**src/rtl/buzzer_pkg.sv**
```systemverilog
// Shared definitions for the buzzer tone scheduler: FSM states, default widths
// and ax_pwm phase-increment words for musical notes at a 50 MHz clock.
package buzzer_pkg;

  typedef enum logic [1:0] {
    ST_IDLE = 2'd0,
    ST_PLAY = 2'd1,
    ST_GAP  = 2'd2
  } state_t;

  localparam int DEF_PWM_N = 32;
  localparam int DEF_LEN_W = 32;

  // Period words are phase increments: f_note * 2^32 / 50 MHz
  localparam logic [31:0] NOTE_C5 = 32'd44947;
  localparam logic [31:0] NOTE_D5 = 32'd50451;
  localparam logic [31:0] NOTE_E5 = 32'd56630;
  localparam logic [31:0] NOTE_F5 = 32'd59997;
  localparam logic [31:0] NOTE_G5 = 32'd67344;
  localparam logic [31:0] NOTE_A5 = 32'd75591;
  localparam logic [31:0] NOTE_B5 = 32'd84848;
  localparam logic [31:0] NOTE_C6 = 32'd89893;
  localparam logic [31:0] NOTE_REST = 32'd0;

endpackage

```
**src/rtl/buzzer_tone_sched_rr_arbiter.sv**
```systemverilog
// Combinational round-robin arbiter: first active request at or after ptr wins.
module rr_arbiter #(
  parameter int N  = 4,
  parameter int IW = $clog2(N)
) (
  input  logic [N-1:0]  req,
  input  logic [IW-1:0] ptr,
  output logic [N-1:0]  gnt,
  output logic [IW-1:0] idx
);

  logic found;
  int   pos;

  always_comb begin
    gnt   = '0;
    idx   = '0;
    found = 1'b0;
    pos   = 0;
    for (int k = 0; k < N; k++) begin
      pos = (int'(ptr) + k) % N;
      if (!found && req[IW'(pos)]) begin
        found         = 1'b1;
        gnt[IW'(pos)] = 1'b1;
        idx           = IW'(pos);
      end
    end
  end

endmodule

```
**src/rtl/buzzer_tone_sched.sv**
```systemverilog
// Shares one ax_pwm channel between N_REQ requesters: round-robin grant, timed
// tone playback, optional silent gap, abort via stop. All outputs registered.
module buzzer_tone_sched
  import buzzer_pkg::*;
#(
  parameter int N_REQ      = 4,
  parameter int PWM_N      = DEF_PWM_N,
  parameter int LEN_W      = DEF_LEN_W,
  parameter int GAP_CYCLES = 2500000
) (
  input  logic                   clk,
  input  logic                   rst,
  input  logic [N_REQ-1:0]       req,
  input  logic [N_REQ*PWM_N-1:0] req_period,
  input  logic [N_REQ*PWM_N-1:0] req_duty,
  input  logic [N_REQ*LEN_W-1:0] req_len,
  input  logic                   stop,
  output logic [N_REQ-1:0]       grant,
  output logic [N_REQ-1:0]       done,
  output logic                   busy,
  output logic [PWM_N-1:0]       pwm_period,
  output logic [PWM_N-1:0]       pwm_duty,
  output logic                   buzzer_en
);

  localparam int IW = $clog2(N_REQ);
  localparam int GW = (GAP_CYCLES > 0) ? $clog2(GAP_CYCLES + 1) : 1;

  state_t state, state_nx;

  logic [IW-1:0]    ptr, ptr_nx, owner, owner_nx, win_idx;
  logic [N_REQ-1:0] win_gnt, grant_nx, done_nx;
  logic [LEN_W-1:0] len_lat, len_lat_nx, cnt, cnt_nx;
  logic [GW-1:0]    gap_cnt, gap_cnt_nx;
  logic [PWM_N-1:0] period_nx, duty_nx;
  logic             en_nx, busy_nx;

  logic [PWM_N-1:0] per_arr  [N_REQ];
  logic [PWM_N-1:0] duty_arr [N_REQ];
  logic [LEN_W-1:0] len_arr  [N_REQ];
  logic [PWM_N-1:0] sel_period, sel_duty;
  logic [LEN_W-1:0] sel_len;

  for (genvar g = 0; g < N_REQ; g++) begin : g_unpack
    assign per_arr[g]  = req_period[g*PWM_N +: PWM_N];
    assign duty_arr[g] = req_duty[g*PWM_N +: PWM_N];
    assign len_arr[g]  = req_len[g*LEN_W +: LEN_W];
  end

  assign sel_period = per_arr[win_idx];
  assign sel_duty   = duty_arr[win_idx];
  assign sel_len    = len_arr[win_idx];

  rr_arbiter #(.N(N_REQ), .IW(IW)) u_arb (
    .req (req),
    .ptr (ptr),
    .gnt (win_gnt),
    .idx (win_idx)
  );

  always_comb begin
    state_nx   = state;
    ptr_nx     = ptr;
    owner_nx   = owner;
    len_lat_nx = len_lat;
    cnt_nx     = cnt;
    gap_cnt_nx = gap_cnt;
    grant_nx   = '0;
    done_nx    = '0;
    period_nx  = pwm_period;
    duty_nx    = pwm_duty;
    en_nx      = buzzer_en;

    case (state)
      ST_IDLE: begin
        if (!stop && |req) begin
          grant_nx   = win_gnt;
          owner_nx   = win_idx;
          ptr_nx     = (win_idx == IW'(N_REQ - 1)) ? '0 : win_idx + 1'b1;
          len_lat_nx = (sel_len == '0) ? LEN_W'(1) : sel_len;
          cnt_nx     = LEN_W'(1);
          period_nx  = sel_period;
          duty_nx    = sel_duty;
          en_nx      = |sel_period;
          state_nx   = ST_PLAY;
        end
      end
      ST_PLAY: begin
        if (stop) begin
          state_nx  = ST_IDLE;
          cnt_nx    = '0;
          period_nx = '0;
          duty_nx   = '0;
          en_nx     = 1'b0;
        end else if (cnt == len_lat) begin
          done_nx[owner] = 1'b1;
          cnt_nx         = '0;
          period_nx      = '0;
          duty_nx        = '0;
          en_nx          = 1'b0;
          if (GAP_CYCLES == 0) begin
            state_nx = ST_IDLE;
          end else begin
            state_nx   = ST_GAP;
            gap_cnt_nx = GW'(1);
          end
        end else begin
          cnt_nx = cnt + 1'b1;
        end
      end
      ST_GAP: begin
        if (stop || gap_cnt == GW'(GAP_CYCLES)) begin
          state_nx   = ST_IDLE;
          gap_cnt_nx = '0;
        end else begin
          gap_cnt_nx = gap_cnt + 1'b1;
        end
      end
      default: begin
        state_nx   = ST_IDLE;
        cnt_nx     = '0;
        gap_cnt_nx = '0;
        period_nx  = '0;
        duty_nx    = '0;
        en_nx      = 1'b0;
      end
    endcase

    busy_nx = (state_nx != ST_IDLE);
  end

  always_ff @(posedge clk) begin
    if (rst) begin
      state      <= ST_IDLE;
      ptr        <= '0;
      owner      <= '0;
      len_lat    <= '0;
      cnt        <= '0;
      gap_cnt    <= '0;
      grant      <= '0;
      done       <= '0;
      busy       <= 1'b0;
      pwm_period <= '0;
      pwm_duty   <= '0;
      buzzer_en  <= 1'b0;
    end else begin
      state      <= state_nx;
      ptr        <= ptr_nx;
      owner      <= owner_nx;
      len_lat    <= len_lat_nx;
      cnt        <= cnt_nx;
      gap_cnt    <= gap_cnt_nx;
      grant      <= grant_nx;
      done       <= done_nx;
      busy       <= busy_nx;
      pwm_period <= period_nx;
      pwm_duty   <= duty_nx;
      buzzer_en  <= en_nx;
    end
  end

endmodule

```
**config.mk**
```make
export PLATFORM = sky130hd
export DESIGN_NAME = buzzer_tone_sched
export DESIGN_NICKNAME = d
export VERILOG_FILES = /design/src/rtl/buzzer_pkg.sv /design/src/rtl/buzzer_tone_sched_rr_arbiter.sv /design/src/rtl/buzzer_tone_sched.sv
export SDC_FILE = /design/constraint.sdc
export NUM_CORES = 1
export LEC_CHECK = 0
export BUFFER_PORTS_ARGS = -buffer_cell sky130_fd_sc_hd__buf_2
export CAP_MARGIN = 20
export CORE_AREA = 2 2 179 181
export CTS_CLUSTER_DIAMETER = 60
export DETAILED_ROUTE_END_ITERATION = 6
export DIE_AREA = 0 0 181 183
export HOLD_SLACK_MARGIN = 0.1
export PLACE_DENSITY = 0.58
export SLEW_MARGIN = 20
export SYNTH_ARGS = -nofsm -noshare
export SYNTH_HDL_FRONTEND = slang
export SYNTH_SLANG_ARGS = --single-unit
```
**constraint.sdc**
```tcl
create_clock -name clk -period 4.46 [get_ports clk]
set_clock_uncertainty 0.15 [all_clocks]
set_input_delay 0.223 -clock clk [delete_from_list [all_inputs] [get_ports clk]]
set_output_delay 0.223 -clock clk [all_outputs]
set_load 0.02 [all_outputs]
```
==> flow_metrics.py, run 1 <==
metrics = {
    "critical_path": {
        "endpoint_kind": "flip-flop",
        "crit_fanout": 16,
        "critPathTopFamily": "buffers and inverters",
        "crit_path_max_incr_delay_ns": 0.61,
        "critPathRequiredTime_ns": 4.65,
        "r2r_start": "ptr[0]",
        "worstPathCellList": "inv_1 > ha_2 > nor2b_1 > o21ai_0 > a32o_1 > nand3_4 > buf_4 > mux4_2 > dlygate4sd3_1 > a22o_1",
        "cp-start-kind": "flip-flop",
        "critPathKind": "reg2reg",
        "r2r_slack_ns": 0.37,
        "critPathArrivalTime_ns": 4.29,
        "worst_path_max_delay_cell": "dlygate4sd3_1",
        "cp_num_buf_inv": 3,
        "r2r_end": "pwm_period[25]",
        "r2r_cells": 10,
    },
    "routing": {
        "vias": 12450,
        "antenna_left": 0,
        "drc": 0,
        "wirelength_um": 48020,
        "first_pass_iters": 7,
        "wire_per_inst_um": 21.43,
        "drt_iter0_drc": 956,
        "viasPerCell": 5.557,
    },
    "clock_network": {
        "cts.sinks": 166,
        "clock_latency_ns": 0.44,
        "cts_buffers": 17,
        "path_clk_slew_ns": 0.08,
        "postCtsSetupBuffers": 0,
        "htree_levels": 4,
        "cts_tree": "yes",
        "cts_root_buf": "clkbuf_16",
        "cts_buffer_depth": 2,
    },
    "power_and_ir_drop": {
        "sw_frac_of_total_pct": 34.80,
        "seqPwrFrac_pct": 31.5,
        "combPwrFrac_pct": 40.0,
        "p_clk_share_pct": 28.5,
        "p_leak_nw": 6.741,
        "cellInternalPower_mw": 3.527,
        "power_density_nw_per_um2": 345.3,
        "p_switching_mw": 1.883,
        "peakVddDrop_mv": 0.2614,
    },
    "synthesis": {
        "synth.avg_cell_area_sq_um": 8.627,
        "synth_edf_count": 0,
        "synth_compound_area_share_pct": 13.94,
        "synthDistinctLibCells": 65,
        "synth_warnings": 0,
        "synth.area.mux_share_pct": 14.95,
        "synthCells": 1190,
        "synthFlopType": "dfxtp_1",
        "ys_ff_latch": 166,
        "synth-xor-area-share_pct": 4.522,
        "synth_top_family_by_area": "simple AND/OR/NAND/NOR gates",
        "synth_adder_area_share_pct": 1.828,
        "ys_seq_area_share_pct": 32.37,
        "synth_simple_gate_area_share_pct": 28.25,
        "syn_nets": 1596,
        "synth_area_sq_um": 10270,
        "async_flop_share_pct": 0,
    },
    "global_route": {
        "grt_pass1_vias": 12280,
        "antenna_found_initial": 14,
        "grt_max_degree": 67,
        "grt_pass1_wl_um": 72570,
        "grt_usage_pct": 28.57,
        "grt_overflow": 0,
    },
    "timing": {
        "fin_hold_ws_ns": 0.1074,
        "fin_tns_setup_ns": 0,
        "period_share_pct": 91.76,
        "setup_violations": 0,
        "finalHoldViolations": 0,
        "worst_slew_pin_slew_ns": 1.028,
        "max_freq_mhz": 244.3,
        "rsz0062_at_grt": "no",
        "report.final.slew_viol_count": 0,
        "slew_headroom_pct": 31.44,
        "period_minus_slack_ns": 4.093,
    },
    "floorplan": {
        "die_x_um": 181,
        "die_area_sq_um": 33120,
        "io_pins": 465,
        "rows": 65,
        "core-area_sq_um": 31230,
        "initial_utilization_pct": 32.87,
        "die_h_um": 183,
    },
    "layout": {
        "num-nets-final": 2221,
        "final_common_cell": "buf_2",
        "final_layout_size_suffix_gt1_share_pct": 33.10,
        "final_cell_mix": "buf_2, nand2_1, dlygate4sd3_1, dfxtp_1, nand3_1",
        "fill_cells": 3034,
        "area_growth_pct": 52.61,
    },
    "min_path": {
        "hold-path-cell-count": 5,
        "min_path_type": "in2reg",
        "worstHoldStart": "req_len[87]",
        "holdPathEnd": "len_lat[23]",
    },
    "placed_design": {
        "finalWeightedCongestion": 1.001,
        "io_buffers": 464,
        "dpl.hpwl_um": 37480,
    },
    "job": {
        "maxCapViolCount": 0,
    },
    "status": {
        "status": "finished clean",
    },
}
==> routing by layer <==
layer,part of all wire [%],global-route usage (%)
met1,42,36.14
met2,48,49.06
met3,7.2,4.746
met4,3.7,10.73
met5,0.056,0
==> metrics by stage <==
stage | setup WS [ns] | utilization, % | std cells | power (mW) | cell area (sq um)
6_report | 0.3674 | 50.17 | 2241 | 5.409 | 15670
5_1_grt | 0.08369 | 50.14 | 2238 | 5.681 | 15660
4_1_cts | 0.02912 | 50.06 | 2230 | 5.413 | 15630
3_5_place_dp | 0.6733 | 41.53 | 1992 | 3.465 | 12970
3_3_place_gp | 0.8043 | 41.53 | 1992 | 3.448 | 12970
2_1_floorplan | 1.268 | - | 1190 | 2.819 | 10270
==> area by class of cell <==
type	instances	area (sq um)	share of cell area, %
clock inverter	15	176.4	1.126
sequential	166	3326	21.23
clock buffer	17	425.4	2.715
antenna	11	27.53	0.1757
timing repair buffer	688	4582	29.24
inverter	17	63.81	0.4073
multi-input combinational	925	6564	41.89
tap	402	503.0	3.210
==> sequential cells by signal, indices dropped and copies added, names as in the netlist, 2 cells and up <==
name	flops
cnt	32
grant	4
ptr	2
pwm_duty	32
len_lat	32
pwm_period	32
owner	2
state	2
done	4
gap_cnt	22
==> power by group through the flow <==
stage / combinational [mW] / clock, mW / sequential [mW]
after floorplan: 1.02 / 0 / 1.80
after global placement: 1.72 / 0 / 1.73
after detailed placement: 1.73 / 0 / 1.73
after CTS: 2.14 / 1.58 / 1.70
after global routing: 2.33 / 1.63 / 1.72
final: 2.16 / 1.54 / 1.70
==> synth_stat cells (4+ instances only) <==
| master | instances | share of area (%) |
|---|---|---|
| buf_4 | 5 | 0.37 |
| nand4_1 | 33 | 2.0 |
| a21oi_1 | 60 | 2.9 |
| ha_1 | 15 | 1.8 |
| a22o_1 | 65 | 5.5 |
| nand2b_1 | 7 | 0.43 |
| mux2i_1 | 6 | 0.59 |
| nand2_1 | 210 | 7.7 |
| o21ai_0 | 30 | 1.5 |
| nor4_1 | 76 | 4.6 |
| dfxtp_1 | 166 | 32 |
| xnor2_1 | 6 | 0.51 |
| or3_1 | 12 | 0.73 |
| or2_2 | 5 | 0.30 |
| and3_1 | 8 | 0.49 |
| a211oi_1 | 5 | 0.37 |
| o211ai_1 | 4 | 0.29 |
| inv_1 | 17 | 0.62 |
| xor2_1 | 47 | 4.0 |
| nor2b_1 | 10 | 0.61 |
| nor3_1 | 18 | 0.88 |
| mux4_2 | 65 | 14 |
| or4_1 | 8 | 0.59 |
| clkbuf_1 | 50 | 1.8 |
| nor4_2 | 4 | 0.49 |
| a21o_1 | 4 | 0.29 |
| a22oi_1 | 4 | 0.29 |
| nor2_1 | 55 | 2.0 |
| nand3_1 | 112 | 5.5 |
| buf_2 | 21 | 1.0 |
| buf_1 | 5 | 0.18 |
==> repair_timing <==
item                       in CTS  in global routing
hold buffers                  206                  0
setup endpoints to repair       0                 62
hold endpoints to repair       94                  0
gates resized for setup         0                  4
==> worst register-to-register path, stage by stage, from the launching register on <==
cell and delay (ns):
dfxtp_2 0.49, inv_1 0.21, ha_2 0.50, nor2b_1 0.25, o21ai_0 0.11, a32o_1 0.30, nand3_4 0.31, buf_4 0.35
mux4_2 0.56, dlygate4sd3_1 0.61, a22o_1 0.18
==> cells by family (layout without fill, tap and decap cells) <==
logic type / count (synthesis) / in the layout
AND/OR/NAND/NOR: 581 / 581
AO/OA/AOI/OAI: 204 / 204
flip-flops: 166 / 166
buffers and inverters: 99 / 737
multiplexers: 72 / 72
XOR/XNOR: 53 / 53
adder cells (fa/ha/maj): 15 / 15
other: 0 / 11
==> how the worst max path moves through the flow <==
stage,cells after the start,from,slack (ns),end
floorplan,11,ptr[1],1.27,pwm_duty[17]
CTS,11,ptr[0],0.03,len_lat[2]
finish,10,ptr[0],0.37,pwm_period[25]
global placement,9,ptr[0],0.80,pwm_period[23]
global route,10,ptr[0],0.08,pwm_period[25]
detailed placement,9,ptr[0],0.67,pwm_period[25]
Power figures use the tool's default switching activity.
==> inputs of run 2 (changes only) <==
Settings changed: ABC_AREA set to 1, CORE_AREA 2 2 179 181 to 2 2 180 182, DIE_AREA 0 0 181 183 to 0 0 182 184, PLACE_DENSITY 0.58 to 0.6.
==> flow_metrics.py, run 2 <==
metrics = {
    "global_route": {
        "globalRouteMet2Util_pct": 51.63,
        "antenna_found_initial": 12,
        "grt_max_degree": 104,
        "grt_pass1_vias": 14000,
        "grt_overflow": 0,
        "grt_pass1_wl_um": 78830,
        "grtUsageMet3_pct": 6.319,
        "busiest_layer": "met2",
        "grt_util_met1_pct": 38.64,
        "grt_usage_pct": 30.26,
    },
    "clock_network": {
        "cts.sinks": 166,
        "cts_tree": "yes",
        "cts_root_buf": "clkbuf_16",
        "cts_buffers": 17,
        "clock_latency_ns": 0.43,
        "path_clk_slew_ns": 0.08,
        "htree_levels": 4,
        "cts_buffer_depth": 2,
    },
    "routing": {
        "drt_iter0_drc": 1515,
        "drc": 0,
        "wire_per_inst_um": 19.22,
        "viasPerCell": 5.383,
        "vias": 15210,
        "first_pass_iters": 6,
        "antenna_left": 0,
        "wirelength_um": 54310,
    },
    "synthesis": {
        "synth_largest_area_cell": "dfxtp_1",
        "synth_simple_gate_area_share_pct": 49.86,
        "synthDistinctLibCells": 39,
        "yosysTopAreaCellShare_pct": 30.06,
        "async_flop_share_pct": 0,
        "ys_ff_latch": 166,
        "synth-xor-area-share_pct": 4.040,
        "syn_nets": 2236,
        "synth_compound_area_share_pct": 6.722,
        "synth_warnings": 0,
        "synth.avg_cell_area_sq_um": 6.041,
        "synth_edf_count": 0,
        "synth_adder_area_share_pct": 1.698,
        "synth_common_cells": "nand2_1, nand3_1, dfxtp_1, nor2_1",
        "synth_top_family_by_area": "simple AND/OR/NAND/NOR gates",
        "ys_seq_area_share_pct": 30.06,
        "synth.area.mux_share_pct": 0,
        "synthFlopType": "dfxtp_1",
        "yosysMostFrequentCell": "nand2_1",
        "yosys-top-cells-area": "dfxtp_1, nand2_1, nand3_1, a21oi_1, xor2_1",
        "synthCells": 1830,
        "synth_area_sq_um": 11060,
    },
    "power_and_ir_drop": {
        "p_clk_share_pct": 13.3,
        "peakVddDrop_mv": 0.3383,
        "cellInternalPower_mw": 5.547,
        "power_density_nw_per_um2": 716.2,
        "seqPwrFrac_pct": 17.9,
        "combPwrFrac_pct": 68.8,
        "p_switching_mw": 5.957,
        "sw_frac_of_total_pct": 51.78,
        "p_leak_nw": 7.507,
    },
    "floorplan": {
        "rows": 65,
        "initial_utilization_pct": 35.22,
        "die_h_um": 184,
        "die_x_um": 182,
        "core-area_sq_um": 31390,
        "io_pins": 465,
        "die_area_sq_um": 33490,
    },
    "layout": {
        "final_cell_mix": "nand2_1, buf_2, nand3_1, dlygate4sd3_1, dfxtp_1",
        "final_layout_size_suffix_gt1_share_pct": 22.89,
        "final_common_cell": "nand2_1",
        "final_cells": 2825,
        "area_growth_pct": 45.29,
        "num-nets-final": 2805,
        "fin_util_pct": 51.17,
    },
    "placed_design": {
        "dpl.hpwl_um": 40080,
        "io_buffers": 464,
        "dp.cells": 2605,
        "finalWeightedCongestion": 1.033,
    },
    "status": {
        "status": "finished clean",
    },
    "timing": {
        "period_minus_slack_ns": 4.278,
        "report.final.slew_viol_count": 0,
        "slew_headroom_pct": 36.74,
        "finalHoldViolations": 0,
        "setup_violations": 0,
        "period_share_pct": 95.93,
        "fin_hold_ws_ns": 0.1076,
        "max_freq_mhz": 233.7,
        "worst_slew_pin_slew_ns": 0.9478,
    },
    "critical_path": {
        "critPathArrivalTime_ns": 4.41,
        "critPathRequiredTime_ns": 4.59,
        "worstPathCellList": "inv_2 > ha_1 > inv_1 > nand3_1 > nand2_1 > o21ai_0 > nand3_4 > nand2_8 > inv_4 > buf_12 > nand2_1 > nand3_1 > dlygate4sd3_1 > nand2_1 > dlygate4sd3_1 > o21ai_0",
        "critPathKind": "reg2reg",
        "crit_top_cell": "nand2_1",
        "crit_path_max_incr_delay_ns": 0.58,
        "endpoint_kind": "flip-flop",
        "crit_fanout": 63,
        "critPathTopFamily": "buffers and inverters",
        "cp_num_buf_inv": 6,
        "worst_path_max_delay_cell": "dlygate4sd3_1",
        "cp-start-kind": "flip-flop",
    },
    "min_path": {
        "min_path_type": "in2reg",
    },
    "job": {
        "maxCapViolCount": 0,
    },
}
run 2: cell types whose count changed after synthesis, moves of 10 or more:
cell     change
nor3_1      +24
nor2b_1     -10
nand2_1    +447
nand3_1    +302
nor2_1      +33
inv_1       +61
o21ai_0     +11
nand4_1     -10
buf_2       +25
a21oi_1     +18
mux4_2      -65
nor4_1      -65
a22o_1      -65
or3_1       -12
run 2: metal layers:
metal	part of all wire [%]	routed length, um
met1	41	22270
met2	48	25990
met3	8.6	4657
met4	2.5	1352
met5	0.050	27
run 2: through the flow:
stage	power [mW]	setup WS, ns	instance area (sq um)	TNS, ns
after global placement	8.399	0.6593	13620	0
after global routing	12.28	-0.002476	16060	-0.002476
after floorplan	6.467	1.678	11060	0
after CTS	10.94	0.01313	15900	0
after detailed placement	8.431	0.6014	13620	0
final	11.50	0.1816	16060	0
run 2: tightest hold or removal path: cells and delay by family:
| family | cells | cell delay [ns] |
|---|---|---|
| buffers and inverters | 1 | 0.11 |
| and+or+nand+nor | 3 | 0.21 |
| AOI/OAI and AO/OA | 1 | 0.09 |
run 2: cell type report:
class                   count  area [sq um]
well taps                 402         503.0
clock inverters            14         156.4
diodes                     11         27.53
inverters                  84         317.8
multi-input cells        1470          6964
flip-flops and latches    166          3326
repair buffers            660          4329
fillers                  3260         15330
clock buffers              18         439.2
run 2: final timing paths:
kind / start / to / slack, ns / cells after the start
setup / recovery: ptr[0] / pwm_period[2] / 0.18 / 16
hold reg to reg: pwm_duty[13] / pwm_duty[13] / 0.30 / 2
setup reg to reg: ptr[0] / pwm_period[2] / 0.18 / 16
hold / removal: req_period[13] / pwm_period[13] / 0.11 / 5
run 2: cell families (layout without fill, tap and decap cells):
logic type	after synthesis	after routing
other	0	11
adders and majority gates	15	15
AOI/OAI and AO/OA	141	141
buffers and inverters	197	776
xor gates and xnor gates	51	51
DFF	166	166
and+or+nand+nor	1260	1263
run 2: power groups by stage:
stage                     combinational [mW]  clock [mW]  sequential [mW]
after global routing                    8.57        1.61             2.10
after detailed placement                6.35           0             2.08
final                                   7.92        1.53             2.06
after floorplan                         4.17           0             2.29
after CTS                               7.34        1.55             2.05
after global placement                  6.32           0             2.08
run 2: repair_timing:
item,CTS,global route
setup endpoints to repair,0,39
hold endpoints to repair,70,0
setup buffers,0,4
hold buffers,168,0
gates resized for setup,0,12
